File: src/rtl/uart_tx_arbiter_if.sv
// uart_tx_arbiter_if: requester and UART-side bundle for uart_tx_arbiter.
// slave = arbiter side, master = requesters plus UART side.
interface uart_tx_arbiter_if #(
  parameter int NUM_REQ = 4
);
  logic [NUM_REQ-1:0]   req_valid;
  logic [8*NUM_REQ-1:0] req_data;
  logic [NUM_REQ-1:0]   req_ack;
  logic [NUM_REQ-1:0]   req_grant;
  logic [7:0]           uart_tx_data;
  logic                 uart_tx_start;
  logic                 uart_tx_ready;
  logic                 busy;
  logic                 err_timeout;

  modport master (
    output req_valid,
    output req_data,
    output uart_tx_ready,
    input  req_ack,
    input  req_grant,
    input  uart_tx_data,
    input  uart_tx_start,
    input  busy,
    input  err_timeout
  );

  modport slave (
    input  req_valid,
    input  req_data,
    input  uart_tx_ready,
    output req_ack,
    output req_grant,
    output uart_tx_data,
    output uart_tx_start,
    output busy,
    output err_timeout
  );
endinterface

File: src/rtl/uart_tx_arbiter.sv
// uart_tx_arbiter: round-robin sharing of one UART transmitter.
// Ports: clk, rst_n (async low), bus (uart_tx_arbiter_if.slave):
//   req_valid/req_data/req_ack/req_grant per source, uart_tx_data,
//   uart_tx_start, uart_tx_ready, busy, err_timeout.
// Optional: `define UART_TX_ARB_TIMEOUT_EN for the tx_ready timeout.
module uart_tx_arbiter #(
  parameter int NUM_REQ      = 4,
  parameter int GAP_CYCLES   = 0,
  parameter int BUSY_TIMEOUT = 64
) (
  input logic              clk,
  input logic              rst_n,
  uart_tx_arbiter_if.slave bus
);
  localparam int PW = (NUM_REQ > 1) ? $clog2(NUM_REQ) : 1;
  localparam int GW = (GAP_CYCLES > 1) ? $clog2(GAP_CYCLES) : 1;
  localparam int GAP_LOAD = (GAP_CYCLES > 0) ? GAP_CYCLES - 1 : 0;

  typedef enum logic [2:0] {
    IDLE,
    START,
    WAIT_BUSY,
    WAIT_DONE,
    GAP
  } state_t;

  state_t             state;
  logic [PW-1:0]      rr_ptr;
  logic [PW-1:0]      cur;
  logic [PW-1:0]      sel;
  logic [PW-1:0]      cand;
  logic               found;
  int                 idx;
  logic [NUM_REQ-1:0] vmask;
  logic [NUM_REQ-1:0] ack_q;
  logic [NUM_REQ-1:0] grant_q;
  logic [7:0]         data_q;
  logic               start_q;
  logic               err_q;
  logic [GW-1:0]      gap_cnt;

`ifdef UART_TX_ARB_TIMEOUT_EN
  localparam int TW = $clog2(BUSY_TIMEOUT + 1);
  logic [TW-1:0] to_cnt;
`endif

  // A source being acked this cycle is masked so a held
  // req_valid cannot win a second grant in its own ack cycle.
  always_comb begin
    vmask = bus.req_valid & ~ack_q;
    found = 1'b0;
    sel   = '0;
    idx   = 0;
    cand  = '0;
    for (int k = 1; k <= NUM_REQ; k++) begin
      idx = int'(rr_ptr) + k;
      if (idx >= NUM_REQ) idx = idx - NUM_REQ;
      cand = PW'(idx);
      if (!found && vmask[cand]) begin
        found = 1'b1;
        sel   = cand;
      end
    end
  end

  always_ff @(posedge clk or negedge rst_n) begin
    if (!rst_n) begin
      state   <= IDLE;
      rr_ptr  <= PW'(NUM_REQ - 1);
      cur     <= '0;
      ack_q   <= '0;
      grant_q <= '0;
      data_q  <= 8'h00;
      start_q <= 1'b0;
      gap_cnt <= '0;
`ifdef UART_TX_ARB_TIMEOUT_EN
      to_cnt  <= '0;
      err_q   <= 1'b0;
`endif
    end else begin
      ack_q   <= '0;
      start_q <= 1'b0;
      unique case (state)
        IDLE: begin
          if (found && bus.uart_tx_ready) begin
            cur     <= sel;
            data_q  <= bus.req_data[{sel, 3'b000} +: 8];
            grant_q <= NUM_REQ'(1) << sel;
            start_q <= 1'b1;
            state   <= START;
          end
        end
        START: begin
`ifdef UART_TX_ARB_TIMEOUT_EN
          to_cnt <= '0;
`endif
          state <= WAIT_BUSY;
        end
        WAIT_BUSY: begin
          if (!bus.uart_tx_ready) begin
            state <= WAIT_DONE;
          end
`ifdef UART_TX_ARB_TIMEOUT_EN
          // UART never took the frame: drop it, keep rr_ptr
          // so the same source is first in line again.
          else if (to_cnt == TW'(BUSY_TIMEOUT - 1)) begin
            err_q   <= 1'b1;
            grant_q <= '0;
            state   <= IDLE;
          end else begin
            to_cnt <= to_cnt + 1'b1;
          end
`endif
        end
        WAIT_DONE: begin
          if (bus.uart_tx_ready) begin
            ack_q   <= NUM_REQ'(1) << cur;
            grant_q <= '0;
            rr_ptr  <= cur;
            if (GAP_CYCLES > 0) begin
              gap_cnt <= GW'(GAP_LOAD);
              state   <= GAP;
            end else begin
              state <= IDLE;
            end
          end
        end
        GAP: begin
          if (gap_cnt == '0) state <= IDLE;
          else gap_cnt <= gap_cnt - 1'b1;
        end
        default: state <= IDLE;
      endcase
    end
  end

`ifndef UART_TX_ARB_TIMEOUT_EN
  // Always 0 for any legal BUSY_TIMEOUT.
  assign err_q = (BUSY_TIMEOUT < 0);
`endif

  assign bus.req_ack       = ack_q;
  assign bus.req_grant     = grant_q;
  assign bus.uart_tx_data  = data_q;
  assign bus.uart_tx_start = start_q;
  assign bus.busy          = (state != IDLE);
  assign bus.err_timeout   = err_q;
endmodule

File: src/flat_wrapper.sv
// flat-port wrapper written by rule: the top's interface ports become plain ports
module uart_tx_arbiter_flat 
#(
  parameter int NUM_REQ      = 4,
  parameter int GAP_CYCLES   = 0,
  parameter int BUSY_TIMEOUT = 64
)
  (clk, rst_n, bus_req_valid, bus_req_data, bus_uart_tx_ready, bus_req_ack, bus_req_grant, bus_uart_tx_data, bus_uart_tx_start, bus_busy, bus_err_timeout);
  uart_tx_arbiter_if #(.NUM_REQ(NUM_REQ)) bus_i ();
  input logic clk;
  input logic rst_n;
  input wire logic [$bits(bus_i.req_valid)-1:0] bus_req_valid;
  input wire logic [$bits(bus_i.req_data)-1:0] bus_req_data;
  input wire logic [$bits(bus_i.uart_tx_ready)-1:0] bus_uart_tx_ready;
  output wire logic [$bits(bus_i.req_ack)-1:0] bus_req_ack;
  output wire logic [$bits(bus_i.req_grant)-1:0] bus_req_grant;
  output wire logic [$bits(bus_i.uart_tx_data)-1:0] bus_uart_tx_data;
  output wire logic [$bits(bus_i.uart_tx_start)-1:0] bus_uart_tx_start;
  output wire logic [$bits(bus_i.busy)-1:0] bus_busy;
  output wire logic [$bits(bus_i.err_timeout)-1:0] bus_err_timeout;
  assign bus_i.req_valid = bus_req_valid;
  assign bus_i.req_data = bus_req_data;
  assign bus_i.uart_tx_ready = bus_uart_tx_ready;
  assign bus_req_ack = bus_i.req_ack;
  assign bus_req_grant = bus_i.req_grant;
  assign bus_uart_tx_data = bus_i.uart_tx_data;
  assign bus_uart_tx_start = bus_i.uart_tx_start;
  assign bus_busy = bus_i.busy;
  assign bus_err_timeout = bus_i.err_timeout;
  uart_tx_arbiter #(.NUM_REQ(NUM_REQ), .GAP_CYCLES(GAP_CYCLES), .BUSY_TIMEOUT(BUSY_TIMEOUT)) u_core (.clk(clk), .rst_n(rst_n), .bus(bus_i));
endmodule
File: config.mk
export PLATFORM = sky130hd
export DESIGN_NAME = uart_tx_arbiter_flat
export DESIGN_NICKNAME = d
export VERILOG_FILES = /design/src/rtl/uart_tx_arbiter_if.sv /design/src/rtl/uart_tx_arbiter.sv /design/src/flat_wrapper.sv
export SDC_FILE = /design/constraint.sdc
export NUM_CORES = 1
export LEC_CHECK = 0
export ABC_AREA = 1
export CAP_MARGIN = 0
export CORE_UTILIZATION = 45
export CTS_CLUSTER_DIAMETER = 80
export CTS_CLUSTER_SIZE = 16
export DETAILED_ROUTE_END_ITERATION = 10
export HOLD_SLACK_MARGIN = 0.06
export PLACE_DENSITY = 0.8
export SLEW_MARGIN = 20
export SYNTH_ARGS = -nofsm -noshare
export SYNTH_HDL_FRONTEND = slang
export SYNTH_SLANG_ARGS = --single-unit
File: constraint.sdc
create_clock -name clk -period 2.61 [get_ports clk]
set_clock_uncertainty 0.05 [all_clocks]
set_input_delay 0.522 -clock clk [delete_from_list [all_inputs] [get_ports clk]]
set_output_delay 0.522 -clock clk [all_outputs]
set_load 0.01 [all_outputs]
==> flow_metrics.env <==
export IMPL_outcome="completed"
export IMPL_cts_reportedPaths_clkPinSlew_ns=0.13
export IMPL_period_minus_slack_ns=2.23
export IMPL_worstHoldPathType="flip-flop to flip-flop"
export IMPL_drive_gt1_frac=0.101
export IMPL_syn_nets=282
export IMPL_finalSetupTns_ns=0
export IMPL_root_buffer="clkbuf_4"
export IMPL_ir_drop_mv=0.743
export IMPL_wl_per_cell_microns=11.0
export IMPL_fin_nets=341
export IMPL_avgSynthCellArea_sq_um=6.75
export IMPL_hold_ws_ns=0.440
export IMPL_clock_latency_ns=0.31
export IMPL_cellPowerDensity_nw_per_um2=1280
export IMPL_ys_seq_area_frac=0.358
export IMPL_cp_top_family="buffers and inverters"
export IMPL_fp_dieH_microns=61.9
export IMPL_final_antenna_net_count=0
export IMPL_startpoint="u_core.state[0]"
export IMPL_critPathArrivalTime_ns=1.65
export IMPL_hold_path_startpoint="u_core.cur[1]"
export IMPL_core_sq_um=3390
export IMPL_htreeDepth=1
export IMPL_yosys_cell_types_count=23
export IMPL_synth_seq_cells=23
export IMPL_max_cap_violations=0
export IMPL_drt_iter0_drc=69
export IMPL_synth_cell_area_sq_um=1610
export IMPL_syn_inst=239
export IMPL_setup_violations=0
export IMPL_fmax_mhz=449
export IMPL_dp_cells=339
export IMPL_reg2reg_depth=11
export IMPL_critPathMaxStageDelay_ns=0.53
export IMPL_drt_wl_total_mm=3.78
export IMPL_ios=58
export IMPL_grt_pass1_wl_mm=6.21
export IMPL_synth_top_area_frac=0.326
export IMPL_synth_largest_area_cell="dfrtp_1"
export IMPL_hpwl_mm=2.92
export IMPL_gp_congestion=0.861
export IMPL_r2r_end="u_core.bus.uart_tx_data[1]"
export IMPL_clk_path_buf_depth=2
export IMPL_crit_required_ns=2.04
export IMPL_r2r_start="u_core.rr_ptr[0]"
export IMPL_cp_common_cell="inv_1"
export IMPL_areaGrowthSynthToFinish_pct=38.9
export IMPL_crit_fanout=4
export IMPL_diodes=0
export IMPL_final_max_slew_viol_count=0
export IMPL_cts_tree="done"
export IMPL_start_kind="flip-flop"
export IMPL_start_util=0.476
export IMPL_final_common_cell="nand2_1"
export IMPL_grt_pass1_vias=1446
export IMPL_antenna_found_initial=0
export IMPL_grt_start_max_net_pins=24
export IMPL_register_area_sq_um=578
export IMPL_final_cell_area_sq_um=2240
export IMPL_portBuffers=56
export IMPL_cts_setup_buffers=0
export IMPL_fin_util=0.661
export IMPL_cts_resized=0
export IMPL_stdcell_count=343
export IMPL_ff2ff_setup_slack_ns=0.48
export IMPL_cp_cell_sequence="inv_1 -> ha_1 -> inv_1 -> clkdlybuf4s50_1"
export IMPL_via_per_inst=4.83
export IMPL_critPathBufInv=3
export IMPL_path_depth=4
export IMPL_cts_sinks=23
export IMPL_multi_input_area_sq_um=900
export IMPL_worstSetupEndpoint="bus_busy"
export IMPL_synth_area_leaders="dfrtp_1 33%, nand2_1 26%, nand3_1 11%"
export IMPL_p_leak_nw=1.13
export IMPL_num_vias=1656
export IMPL_report_final_hold_viol_count=0
export IMPL_num_rows=21
export IMPL_dieWidth_microns=61.9
export IMPL_die_area_sq_um=3830
export IMPL_cp_end_kind="output pin"
export IMPL_drc_errors=0
export IMPL_ys_warn_count=0
export IMPL_drtPass1Iterations=5
export IMPL_hold_buffers=0
export IMPL_num_fill_cells=280
export IMPL_cts_made_buffers=3
export IMPL_crit_slowest_cell="clkdlybuf4s50_1"
export IMPL_rsz0062_at_grt="false"
export IMPL_place_area_sq_um=2210
export IMPL_crit_type="flip-flop to output pin"
export IMPL_timing_final_crit_share=0.853
export IMPL_grtUsageTotal=0.217
export IMPL_final_cell_mix="111 x nand2_1, 56 x clkdlybuf4s50_1, 36 x nand3_1"
export IMPL_overflow=0
## sequential cells by signal, summed over array words and instances, names as in the netlist
signal / count
u_core.bus.uart_tx_start: 1
u_core.rr_ptr: 2
u_core.cur: 2
u_core.state: 2
u_core.bus.uart_tx_data: 8
u_core.bus.req_ack: 4
u_core.bus.req_grant: 4
## per-layer routing
layer  vias to the layer above  wire [microns]  GRT usage
met5                         -               0          0
met4                         0              25     0.0476
met3                         4             154     0.0186
met2                        45            1870      0.384
met1                       736            1730      0.290
li1                        871               -          -
## power breakdown
| group | leakage (nW) | switching [mW] | internal [mW] |
|---|---|---|---|
| sequential | 0.296 | 0.110 | 0.503 |
| clock | 0.0177 | 0.113 | 0.0574 |
| combinational | 0.821 | 1.27 | 0.826 |
| total | 1.13 | 1.49 | 1.39 |
## worst min path at each step
stage | end | slack, ns | cells after the start
after floorplan | u_core.bus.req_ack[0] | 0.18 | 0
after global placement | u_core.bus.uart_tx_data[3] | 0.41 | 2
after detailed placement | u_core.bus.uart_tx_data[4] | 0.42 | 2
after CTS | u_core.bus.req_ack[1] | 0.45 | 1
after global routing | u_core.bus.uart_tx_data[0] | 0.48 | 2
final | u_core.bus.req_ack[1] | 0.44 | 1
## stage by stage
| stage | worst slack [ns] | power, mW |
|---|---|---|
| 6_report | 0.383 | 2.88 |
| 5_1_grt | 0.273 | 3.20 |
| 4_1_cts | 0.374 | 2.89 |
| 3_5_place_dp | 0.204 | 2.72 |
| 3_3_place_gp | 0.251 | 2.69 |
| 2_1_floorplan | 0.766 | 2.18 |
## cell usage after synthesis
master	instances
nand3_2	5
o21ai_2	1
nor2_1	9
nand2_2	4
buf_6	2
nand2_1	111
nand3_1	36
nand4_4	1
inv_2	2
and2_4	1
a21oi_1	3
dfrtp_1	21
inv_6	1
dfstp_2	2
a21oi_2	1
ha_1	4
buf_2	2
buf_4	4
inv_1	15
o21ai_0	10
nand2_4	2
conb_1	1
nor3_1	1
## logic make-up (layout without fill, tap and decap cells)
logic type               after synthesis  after routing  synth area share
buffers and inverters                 26             84            0.0838
adder cells (fa/ha/maj)                4              4            0.0310
flip-flops                            23             23             0.358
other                                  1              1           0.00233
AND/OR/NAND/NOR                      170            170             0.473
AO/OA/AOI/OAI                         15             15            0.0512
## final cells by class
class	instances	area share
multi-input combinational	190	0.401
timing repair buffer	62	0.270
sequential	23	0.258
inverter	18	0.0324
tap	46	0.0257
clock buffer	3	0.0101
clock inverter	1	0.00223
No activity file was read; power rests on OpenSTA's default activity.
